## src/rtl/clock_enable_sync.sv

```systemverilog
// Turns an asynchronous divided clock into clk_src-domain rise/fall/prescale enables.
// Define CLOCK_ENABLE_SYNC_WATCHDOG_EN to add the lock/loss watchdog.
module clock_enable_sync #(
    parameter int unsigned SYNC_STAGES = 2,
    parameter int unsigned PRESCALE    = 16,
    parameter int unsigned TIMEOUT     = 64,
    parameter int unsigned LOCK_EDGES  = 4
) (
    input  logic        clk_src,
    input  logic        reset_n,
    input  logic        clk_div,
    output logic        en_rise,
    output logic        en_fall,
    output logic        en_pre,
    output logic        locked,
    output logic        lost,
    output logic [15:0] edge_count
);

    localparam int unsigned PRE_W    = (PRESCALE > 1) ? $clog2(PRESCALE) : 1;
    localparam int unsigned CNT_W    = 16;
    localparam int unsigned ARM_W    = 3;
    localparam int unsigned ARM_DONE = SYNC_STAGES + 1;
    localparam logic [PRE_W-1:0] PRE_MAX = PRE_W'(PRESCALE - 1);

    // Elaboration-time parameter range checks
    if (SYNC_STAGES < 2 || SYNC_STAGES > 4) begin : g_bad_sync
        $error("SYNC_STAGES must be 2..4");
    end
    if (PRESCALE < 1 || PRESCALE > 256) begin : g_bad_pre
        $error("PRESCALE must be 1..256");
    end
    if (TIMEOUT < 4 || TIMEOUT > 65535) begin : g_bad_timeout
        $error("TIMEOUT must be 4..65535");
    end
    if (LOCK_EDGES < 1 || LOCK_EDGES > 255) begin : g_bad_lock
        $error("LOCK_EDGES must be 1..255");
    end

    logic [SYNC_STAGES-1:0] sync_q;
    logic                   hist_q;
    logic [ARM_W-1:0]       arm_q;
    logic [PRE_W-1:0]       pre_q;
    logic                   sync_last_c;
    logic                   armed_c;
    logic                   rise_c;
    logic                   fall_c;
    logic                   pre_clr_c;
    logic [PRE_W-1:0]       pre_base_c;
    logic                   pre_wrap_c;

    assign sync_last_c = sync_q[SYNC_STAGES-1];
    // Detection stays off until the history flop holds a value loaded from a full chain,
    // so a clk_div already high at reset release is never seen as a rising edge.
    assign armed_c     = (arm_q == ARM_W'(ARM_DONE));
    assign rise_c      = armed_c &  sync_last_c & ~hist_q;
    assign fall_c      = armed_c & ~sync_last_c &  hist_q;
    assign pre_base_c  = pre_clr_c ? '0 : pre_q;
    assign pre_wrap_c  = (pre_base_c == PRE_MAX);

    // Synchroniser, history flop and registered edge enables
    always_ff @(posedge clk_src or negedge reset_n) begin
        if (!reset_n) begin
            sync_q  <= '0;
            hist_q  <= 1'b0;
            arm_q   <= '0;
            en_rise <= 1'b0;
            en_fall <= 1'b0;
            en_pre  <= 1'b0;
        end else begin
            sync_q  <= {sync_q[SYNC_STAGES-2:0], clk_div};
            hist_q  <= sync_last_c;
            if (!armed_c) begin
                arm_q <= arm_q + ARM_W'(1);
            end
            en_rise <= rise_c;
            en_fall <= fall_c;
            en_pre  <= rise_c & pre_wrap_c;
        end
    end

    // Prescale counter; a clear on loss entry coinciding with a rise counts that rise first
    always_ff @(posedge clk_src or negedge reset_n) begin
        if (!reset_n) begin
            pre_q <= '0;
        end else if (rise_c) begin
            pre_q <= pre_wrap_c ? '0 : pre_base_c + PRE_W'(1);
        end else begin
            pre_q <= pre_base_c;
        end
    end

    // Rising-edge counter trails en_rise by one cycle and wraps silently
    always_ff @(posedge clk_src or negedge reset_n) begin
        if (!reset_n) begin
            edge_count <= '0;
        end else if (en_rise) begin
            edge_count <= edge_count + 16'd1;
        end
    end

`ifdef CLOCK_ENABLE_SYNC_WATCHDOG_EN
    localparam int unsigned LOCK_W = 8;
    localparam logic [CNT_W-1:0]  TIMEOUT_V = CNT_W'(TIMEOUT);
    localparam logic [LOCK_W-1:0] LOCK_V    = LOCK_W'(LOCK_EDGES);
    localparam logic [LOCK_W-1:0] LOCK_SAT  = '1;

    typedef enum logic [1:0] {
        IDLE    = 2'd0,
        LOCKING = 2'd1,
        LOCKED  = 2'd2,
        LOST    = 2'd3
    } state_t;

    state_t             state_q;
    state_t             state_nxt;
    logic [CNT_W-1:0]   idle_q;
    logic [LOCK_W-1:0]  lock_q;
    logic [LOCK_W-1:0]  lock_nxt;
    logic               edge_c;
    logic               timeout_c;

    assign edge_c    = en_rise | en_fall;
    // An edge in the same cycle as the timeout wins
    assign timeout_c = !edge_c && (idle_q == TIMEOUT_V);
    assign pre_clr_c = (state_nxt == LOST) && (state_q != LOST);

    // Idle counter: cycles since the last edge, saturating at TIMEOUT
    always_ff @(posedge clk_src or negedge reset_n) begin
        if (!reset_n) begin
            idle_q <= '0;
        end else if (edge_c) begin
            idle_q <= '0;
        end else if (idle_q != TIMEOUT_V) begin
            idle_q <= idle_q + CNT_W'(1);
        end
    end

    // Watchdog state register and registered status flags
    always_ff @(posedge clk_src or negedge reset_n) begin
        if (!reset_n) begin
            state_q <= IDLE;
            lock_q  <= '0;
            locked  <= 1'b0;
            lost    <= 1'b0;
        end else begin
            state_q <= state_nxt;
            lock_q  <= lock_nxt;
            locked  <= (state_nxt == LOCKED);
            lost    <= (state_nxt == LOST);
        end
    end

    // Next-state logic; lock_q counts consecutive rises since leaving IDLE or LOST
    always_comb begin
        state_nxt = state_q;
        lock_nxt  = lock_q;
        case (state_q)
            IDLE: begin
                if (en_rise) begin
                    state_nxt = LOCKING;
                    lock_nxt  = LOCK_W'(1);
                end
            end
            LOCKING: begin
                if (timeout_c) begin
                    state_nxt = LOST;
                    lock_nxt  = '0;
                end else begin
                    if (en_rise && lock_q != LOCK_SAT) begin
                        lock_nxt = lock_q + LOCK_W'(1);
                    end
                    if (lock_nxt >= LOCK_V) begin
                        state_nxt = LOCKED;
                    end
                end
            end
            LOCKED: begin
                if (timeout_c) begin
                    state_nxt = LOST;
                    lock_nxt  = '0;
                end
            end
            LOST: begin
                if (en_rise) begin
                    state_nxt = LOCKING;
                    lock_nxt  = LOCK_W'(1);
                end
            end
            default: begin
                state_nxt = IDLE;
                lock_nxt  = '0;
            end
        endcase
    end
`else
    assign pre_clr_c = 1'b0;
    assign locked    = 1'b1;
    assign lost      = 1'b0;
`endif

endmodule

```

## config.mk

```make
export PLATFORM = sky130hd
export DESIGN_NAME = clock_enable_sync
export DESIGN_NICKNAME = d
export VERILOG_FILES = /design/src/rtl/clock_enable_sync.sv
export SDC_FILE = /design/constraint.sdc
export NUM_CORES = 1
export LEC_CHECK = 0
export CORE_MARGIN = 5
export CORE_UTILIZATION = 35
export DETAILED_ROUTE_END_ITERATION = 8
export GPL_TIMING_DRIVEN = 1
export PLACE_DENSITY = 0.66
export SYNTH_ARGS = -nofsm -noshare
export SYNTH_HDL_FRONTEND = slang
export SYNTH_SLANG_ARGS = --single-unit
```

## constraint.sdc

```tcl
create_clock -name clk_src -period 1.6 [get_ports clk_src]
set_input_delay 0.32 -clock clk_src [delete_from_list [all_inputs] [get_ports clk_src]]
set_output_delay 0.32 -clock clk_src [all_outputs]
set_load 0.05 [all_outputs]
```

# Word level (Yosys, flattened, before mapping)
# Index checks and enable logic that the tools add are counted.
[totals]
ff_bits = 29
inputBits = 3
[op_classes]
add_sub_neg = 3
n_eq_ne = 2
mux = 1
bitwise_logic = 7
[op_table]
columns = ["cell", "n"]
rows = [
  ["16-bit by 1-bit adder with 16-bit output (second input constant)", 1],
  ["1-bit bitwise AND", 5],
  ["4-bit by 1-bit adder with 4-bit output (second input constant)", 1],
  ["4-bit equality test (second input constant)", 1],
  ["4-bit 2-to-1 mux", 1],
  ["3-bit by 1-bit adder with 3-bit output (second input constant)", 1],
  ["3-bit by 2-bit equality test with 1-bit output (second input constant)", 1],
  ["1-bit inverter", 2],
]

# Depth between registers and ports, before layout
# Gate-level depths: netlist (run 1).
[logic_depth]
ltp_word = 4
mapped_depth = 7
depth_no_buf = 7

# Worst setup path before layout (run 1)
# No wires, ideal clock.
[synth_timing]
path_type = "reg2reg"
start = "reg en_rise"
end = "reg edge_count[15]"
t_arrival_ns = 1.476
slack_ns = 0.042
stages_incl_launch_ff = 5
n_path_buf = 0
synth_period_minus_slack_ns = 1.558
path_cell_list = "dfrtp_1 > and4_4 > nand4_4 > nor3_2 > xor2_1"
[synth_lines]
columns = ["item", "line_no", "source"]
rows = [
  ["start: declaration", "12", "output logic en_rise,"],
  ["start signal: assignment", "76", "en_rise <= rise_c;"],
  ["end signal: assignment", "98", "edge_count <= edge_count + 16'd1;"],
  ["end: declaration", "17", "output logic [15:0] edge_count"],
]

# Worst setup path after layout (run 1)
[layout_timing]
start = "reg arm_q[0]"
end = "reg pre_q[3], in the netlist pre_base_c[3]"
[layout_between]
elab_chain_cells = 3
[layout_lines]
columns = ["item", "line_no", "source"]
rows = [
  ["start: declaration", "42", "logic [ARM_W-1:0] arm_q;"],
  ["start signal: assignment", "74", "arm_q <= arm_q + ARM_W'(1);"],
  ["3-bit by 2-bit equality test with 1-bit output", "55", "assign armed_c = (arm_q == ARM_W'(ARM_DONE));"],
  ["1-bit bitwise AND (2 in series)", "56", "assign rise_c = armed_c & sync_last_c & ~hist_q;"],
  ["net rise_c", "46", "logic rise_c;"],
  ["end signal: assignment", "87", "pre_q <= pre_wrap_c ? '0 : pre_base_c + PRE_W'(1);"],
  ["end signal: assignment", "89", "pre_q <= pre_base_c;"],
  ["end: declaration", "43", "logic [PRE_W-1:0] pre_q;"],
]
# The timed path passes the listed nets, and every way through them passes these cells.
# A chain may end at the register's enable or synchronous reset.

==> results of run 1 <==
-- critical path, delay by kind of cell (launching register included) --
family | cells | cell delay (ns)
adder cells (fa/ha/maj) | 2 | 0.31
buffers and inverters | 1 | 0.14
flip-flops | 1 | 0.38
AO/OA/AOI/OAI | 2 | 0.26
AND/OR/NAND/NOR | 2 | 0.21
-- cell usage after synthesis --
| library cell | n | area share [%] |
|---|---|---|
| xor2_1 | 7 | 4.9 |
| and3b_1 | 1 | 0.71 |
| nand4_1 | 3 | 1.5 |
| and4_4 | 1 | 0.91 |
| nor3_2 | 4 | 3.2 |
| ha_1 | 4 | 4.0 |
| dfrtp_1 | 29 | 58 |
| nand3b_1 | 1 | 0.60 |
| nand4_4 | 1 | 1.7 |
| buf_4 | 2 | 1.2 |
| o21ai_0 | 4 | 1.6 |
| mux2_2 | 2 | 1.8 |
| nor2_1 | 4 | 1.2 |
| conb_1 | 2 | 0.60 |
| xnor2_1 | 10 | 7.0 |
| nand3_4 | 1 | 1.4 |
| a21oi_1 | 1 | 0.40 |
| nand2_1 | 13 | 3.9 |
| and3_1 | 2 | 1.0 |
| nand3_1 | 5 | 2.0 |
| and2_1 | 1 | 0.50 |
| inv_1 | 4 | 1.2 |
-- worst max path at each step --
| stage | to | slack [ns] | depth (start not counted) |
|---|---|---|---|
| final | pre_base_c[3] | 0.20 | 7 |
| after floorplan | edge_count[15] | 0.04 | 4 |
| after detailed placement | pre_base_c[3] | 0.12 | 7 |
| after global routing | pre_base_c[3] | 0.04 | 7 |
| after CTS | pre_base_c[3] | 0.14 | 7 |
| after global placement | pre_base_c[3] | 0.27 | 7 |
-- per-stage QoR --
step	hold slack (ns)	std cells	setup slack, ns
global route	0.370	178	0.0424
finish	0.356	178	0.202
CTS	0.359	178	0.135
global placement	0.333	170	0.274
floorplan	0.0244	102	0.0419
detailed placement	0.337	170	0.122
-- state kept, by name (all words and copies together) (netlist names) --
name,cells
en_rise,1
arm_q,3
edge_count,16
en_fall,1
hist_q,1
en_pre,1
pre_base_c,4
sync_q,2
-- routing by layer --
layer	GRT usage, %	part of all wire (%)	up-vias
met2	15.8	52	29
met4	4.56	1.6	0
li1	-	-	394
met5	0	0	-
met1	10.4	39	389
met3	4.49	7.5	5
-- timing repair --
item	CTS	global route
hold buffers	0	0
gates resized for setup	0	1
setup endpoints to repair	0	1
-- cell type report --
class,count,share of cell area (%)
Clock inverter,2,0.586
Timing Repair Buffer,24,21.8
Sequential cell,29,42.5
Inverter,4,0.878
Multi-Input combinational cell,67,28.5
Tap cell,46,3.37
Clock buffer,6,2.42
-- cell families after synthesis --
logic type	after synthesis
AO/OA/AOI/OAI	5
AND/OR/NAND/NOR	37
other	2
adder cells (fa/ha/maj)	4
flip-flops	29
buffers and inverters	6
XOR/XNOR	17
multiplexers	2
-- power groups by stage --
stage	Clock [mW]	Combinational (mW)	Sequential (mW)
6_report	0.408	0.771	1.01
5_1_grt	0.465	0.807	1.03
4_1_cts	0.430	0.782	1.01
3_5_place_dp	0	0.780	1.02
3_3_place_gp	0	0.758	1.01
2_1_floorplan	0	0.191	1.21
==> impl_metrics.tcl, run 1 <==
set metrics [dict create \
    status "finished, final reports clean" \
    clock_power_share_pct 18.6 \
    cts_tree "yes" \
    grt_pass1_wl_um 3640 \
    p_comb_share_pct 35.2 \
    fmax_ghz 0.715 \
    worst-endpoint-required_ns 1.81 \
    track_usage_pct 9.61 \
    firstDrtPassIters 4 \
    worst_ep_arrival_time_ns 1.61 \
    cts_buffers 5 \
    viasPerCell 4.59 \
    hold_end "sync_q[1]" \
    reg2reg_from "arm_q[0]" \
    synth-seq-cells 29 \
    synthXorXnorAreaFrac_pct 12.0 \
    cts_max_level 2 \
    p_leak_nw 0.777 \
    path_class "reg2reg" \
    endpoint_kind "flop" \
    synthMuxAreaShare_pct 1.81 \
    ios 24 \
    final-max-slew-violation-count 0 \
    syn_nets 109 \
    p_sw_mw 0.816 \
    worst-r2r-setup-slack_ns 0.20 \
    fin_crit_ns 1.40 \
    clock_sinks 29 \
    die_h_um 69.6 \
    synthSimpleGateAreaFrac_pct 18.7 \
    nFillCells 288 \
    hp-class "reg2reg" \
    wire_per_inst_um 12.2 \
    startpoint_type "flop" \
    stdcell_area_um2 1710 \
    path_max_fanout 6 \
    clock_latency_ns 0.32 \
    finalHoldViolCount 0 \
    die_x_um 69.6 \
    die_area_um2 4840 \
    min_from "sync_q[0]" \
    r2r_cells 7 \
    p_int_mw 1.38 \
    grt_pass1_vias 805 \
    worst_clock_skew_ns 0.0115 \
    powerDensity_nw_per_um2 1280 \
    grt_max_degree 30 \
    cts-root-buf "clkbuf_4" \
    io_buffers 21 \
    layout_commonest_cell "dfrtp_1" \
    clk_pin_slew_ns 0.09 \
    gp_congestion 0.754 \
    coreArea_um2 3390 \
    setup_tns_ns 0 \
    crit_path_cell_trace "ha_1 > ha_1 > nand3b_1 > inv_2 > nand2_1 > o21ai_0 > o21ai_0" \
    wl_um 2170 \
    antenna_cells 0 \
    drc 0 \
    antenna_found_initial 0 \
    finalCritPeriodShare_pct 87.4 \
    area_growth_pct 37.6 \
    clock_path_buffers 2 \
    setup_viol 0 \
    rows 21 \
    syn_avg_cell_area_um2 12.2 \
    syn_area_um2 1240 \
    drt_iter0_markers 60 \
    vias 817 \
    layout.area.seq_um2 726 \
    power_mw 2.19 \
    switching_share_pct 37.2 \
    rsz0062_at_grt "false" \
    multiInputGateArea_um2 487 \
    postPlaceCellArea_um2 1660 \
    r2r-end "pre_base_c[3]" \
    seq_area_frac_synth_pct 58.4 \
    final_cell_mix "dfrtp_1, buf_12, nand2_1" \
    synth_top_family_by_area "simple AND/OR/NAND/NOR gates" \
    maxCapViolations 0 \
    critPathSlowestCell "dfrtp_1" \
    initial_core_util_pct 36.7 \
    synthDistinctLibCells 22 \
    utilization_pct 50.4 \
    drive_above_1_share_pct 29.5 \
    yosys.area_share.adder_pct 4.03 \
    finalNetCount 138 \
    synthCells 102 \
    overflow 0 \
    dp_hpwl_um 1650 \
    crit_start "arm_q[0]" \
    cts_setup_buffers 0 \
    crit_path_max_incr_delay_ns 0.38 \
    ant_nets 0 \
    vdd_drop_max_mv 0.500 \
    ys_warn_count 0 \
    synth-compound-area-share_pct 2.01 \
    power.share.sequential_pct 46.2 \
    hold_depth 0 \
]
(Power assumes the default switching activity.)
==> run 2, diff against run 1 <==
- MAX_ROUTING_LAYER: default -> met4
==> impl_metrics.tcl, run 2 (synthesis results as in run 1) <==
set metrics [dict create \
    setup_viol 0 \
    r2r_cells 7 \
    stdcell_area_um2 1710 \
    rows 21 \
    pre_cts_slack_ns 0.122 \
    maxCapViolations 0 \
    holdBufCountCts 0 \
    die_area_um2 4840 \
    fin_crit_ns 1.40 \
    ios 24 \
    wl_um 2190 \
    drive_above_1_share_pct 29.5 \
    cts_max_level 2 \
    path_max_fanout 6 \
    gp_congestion 0.764 \
    finalHoldViolCount 0 \
    crit_path_cell_trace "ha_1 > ha_1 > nand3b_1 > inv_2 > nand2_1 > o21ai_0 > o21ai_0" \
    grt_max_degree 30 \
    utilization_pct 50.4 \
    setup_tns_ns 0 \
    placed_cells 170 \
    antenna_found_initial 0 \
    track_usage_pct 9.98 \
    grt_pass1_vias 800 \
    path_class "reg2reg" \
    firstDrtPassIters 5 \
    finalCritPeriodShare_pct 87.3 \
    die_x_um 69.6 \
    vias 817 \
    coreArea_um2 3390 \
    dp_hpwl_um 1650 \
    antenna_cells 0 \
    final-max-slew-violation-count 0 \
    overflow 0 \
    status "finished, final reports clean" \
    setup_ws_ns 0.202 \
    grt_pass1_wl_um 3650 \
    powerDensity_nw_per_um2 1280 \
    clk_pin_slew_ns 0.09 \
    reg2reg_from "arm_q[0]" \
    worst_clock_skew_ns 0.0121 \
    postPlaceCellArea_um2 1660 \
    fmax_ghz 0.716 \
    vdd_drop_max_mv 0.502 \
    finalNetCount 138 \
    endpoint_kind "flop" \
    worst-endpoint-required_ns 1.81 \
    worst_ep_arrival_time_ns 1.61 \
    area_growth_pct 37.6 \
    critPathSlowestCell "dfrtp_1" \
    cts_buffers 5 \
    p_leak_nw 0.777 \
    r2r-end "pre_base_c[3]" \
    wire_per_inst_um 12.3 \
    rsz0062_at_grt "false" \
    clock_latency_ns 0.32 \
    drt_iter0_markers 60 \
    startpoint_type "flop" \
    io_buffers 21 \
    cts_tree "yes" \
    cts-root-buf "clkbuf_4" \
    nFillCells 288 \
    final_cell_mix "dfrtp_1, buf_12, nand2_1" \
    fin_cells 178 \
    hp-class "in2async" \
    die_h_um 69.6 \
    largest_reg_flops 16 \
    ant_nets 0 \
    initial_core_util_pct 36.7 \
    crit_path_max_incr_delay_ns 0.38 \
    layout_commonest_cell "dfrtp_1" \
    viasPerCell 4.59 \
    largest_register "edge_count" \
    holdWs_ns 0.355 \
    drc 0 \
    power_mw 2.19 \
    worst-r2r-setup-slack_ns 0.20 \
    clock_sinks 29 \
    clock_path_buffers 2 \
]
run 2: cell counts in the layout (fill, tap and decap cells not counted):
No cell type changed its count.
run 2: area by class of cell:
| cell class | instances | area (um2) | share of cell area [%] |
|---|---|---|---|
| Sequential cell | 29 | 726 | 42.5 |
| Multi-Input combinational cell | 67 | 487 | 28.5 |
| Inverter | 4 | 15.0 | 0.878 |
| Clock buffer | 6 | 41.3 | 2.42 |
| Timing Repair Buffer | 24 | 373 | 21.8 |
| Tap cell | 46 | 57.6 | 3.37 |
| Clock inverter | 2 | 10.0 | 0.586 |
run 2: report_power, final:
part	total, mW	switching (mW)	internal, mW
logic	0.772	0.406	0.365
registers	1.01	0.169	0.844
clock network	0.410	0.243	0.167
total	2.19	0.819	1.38
run 2: worst max path at each step:
| stage | startpoint | to | cells after the start |
|---|---|---|---|
| final | arm_q[0] | pre_base_c[3] | 7 |
| after global routing | arm_q[0] | pre_base_c[3] | 7 |
| after CTS | arm_q[0] | pre_base_c[3] | 7 |
| after detailed placement | arm_q[0] | pre_base_c[3] | 7 |
| after global placement | arm_q[0] | pre_base_c[3] | 7 |
| after floorplan | en_rise | edge_count[15] | 4 |
run 2: metal layers:
layer | global-route usage, % | wire (um)
met3 | 5.80 | 166
met5 | - | 0
met4 | 3.25 | 9
met1 | 10.4 | 869
met2 | 15.8 | 1150
run 2: what timing repair did:
item,4_1_cts,5_1_grt
buffers inserted,0,0
setup endpoints to repair,0,1
resized for setup,0,1
run 2: critical path: cells and delay by family, from the launching register on:
kind	cells	cell delay [ns]
DFF	1	0.38
buffers and inverters	1	0.14
AOI/OAI and AO/OA	2	0.26
adders and majority gates	2	0.31
and+or+nand+nor	2	0.21
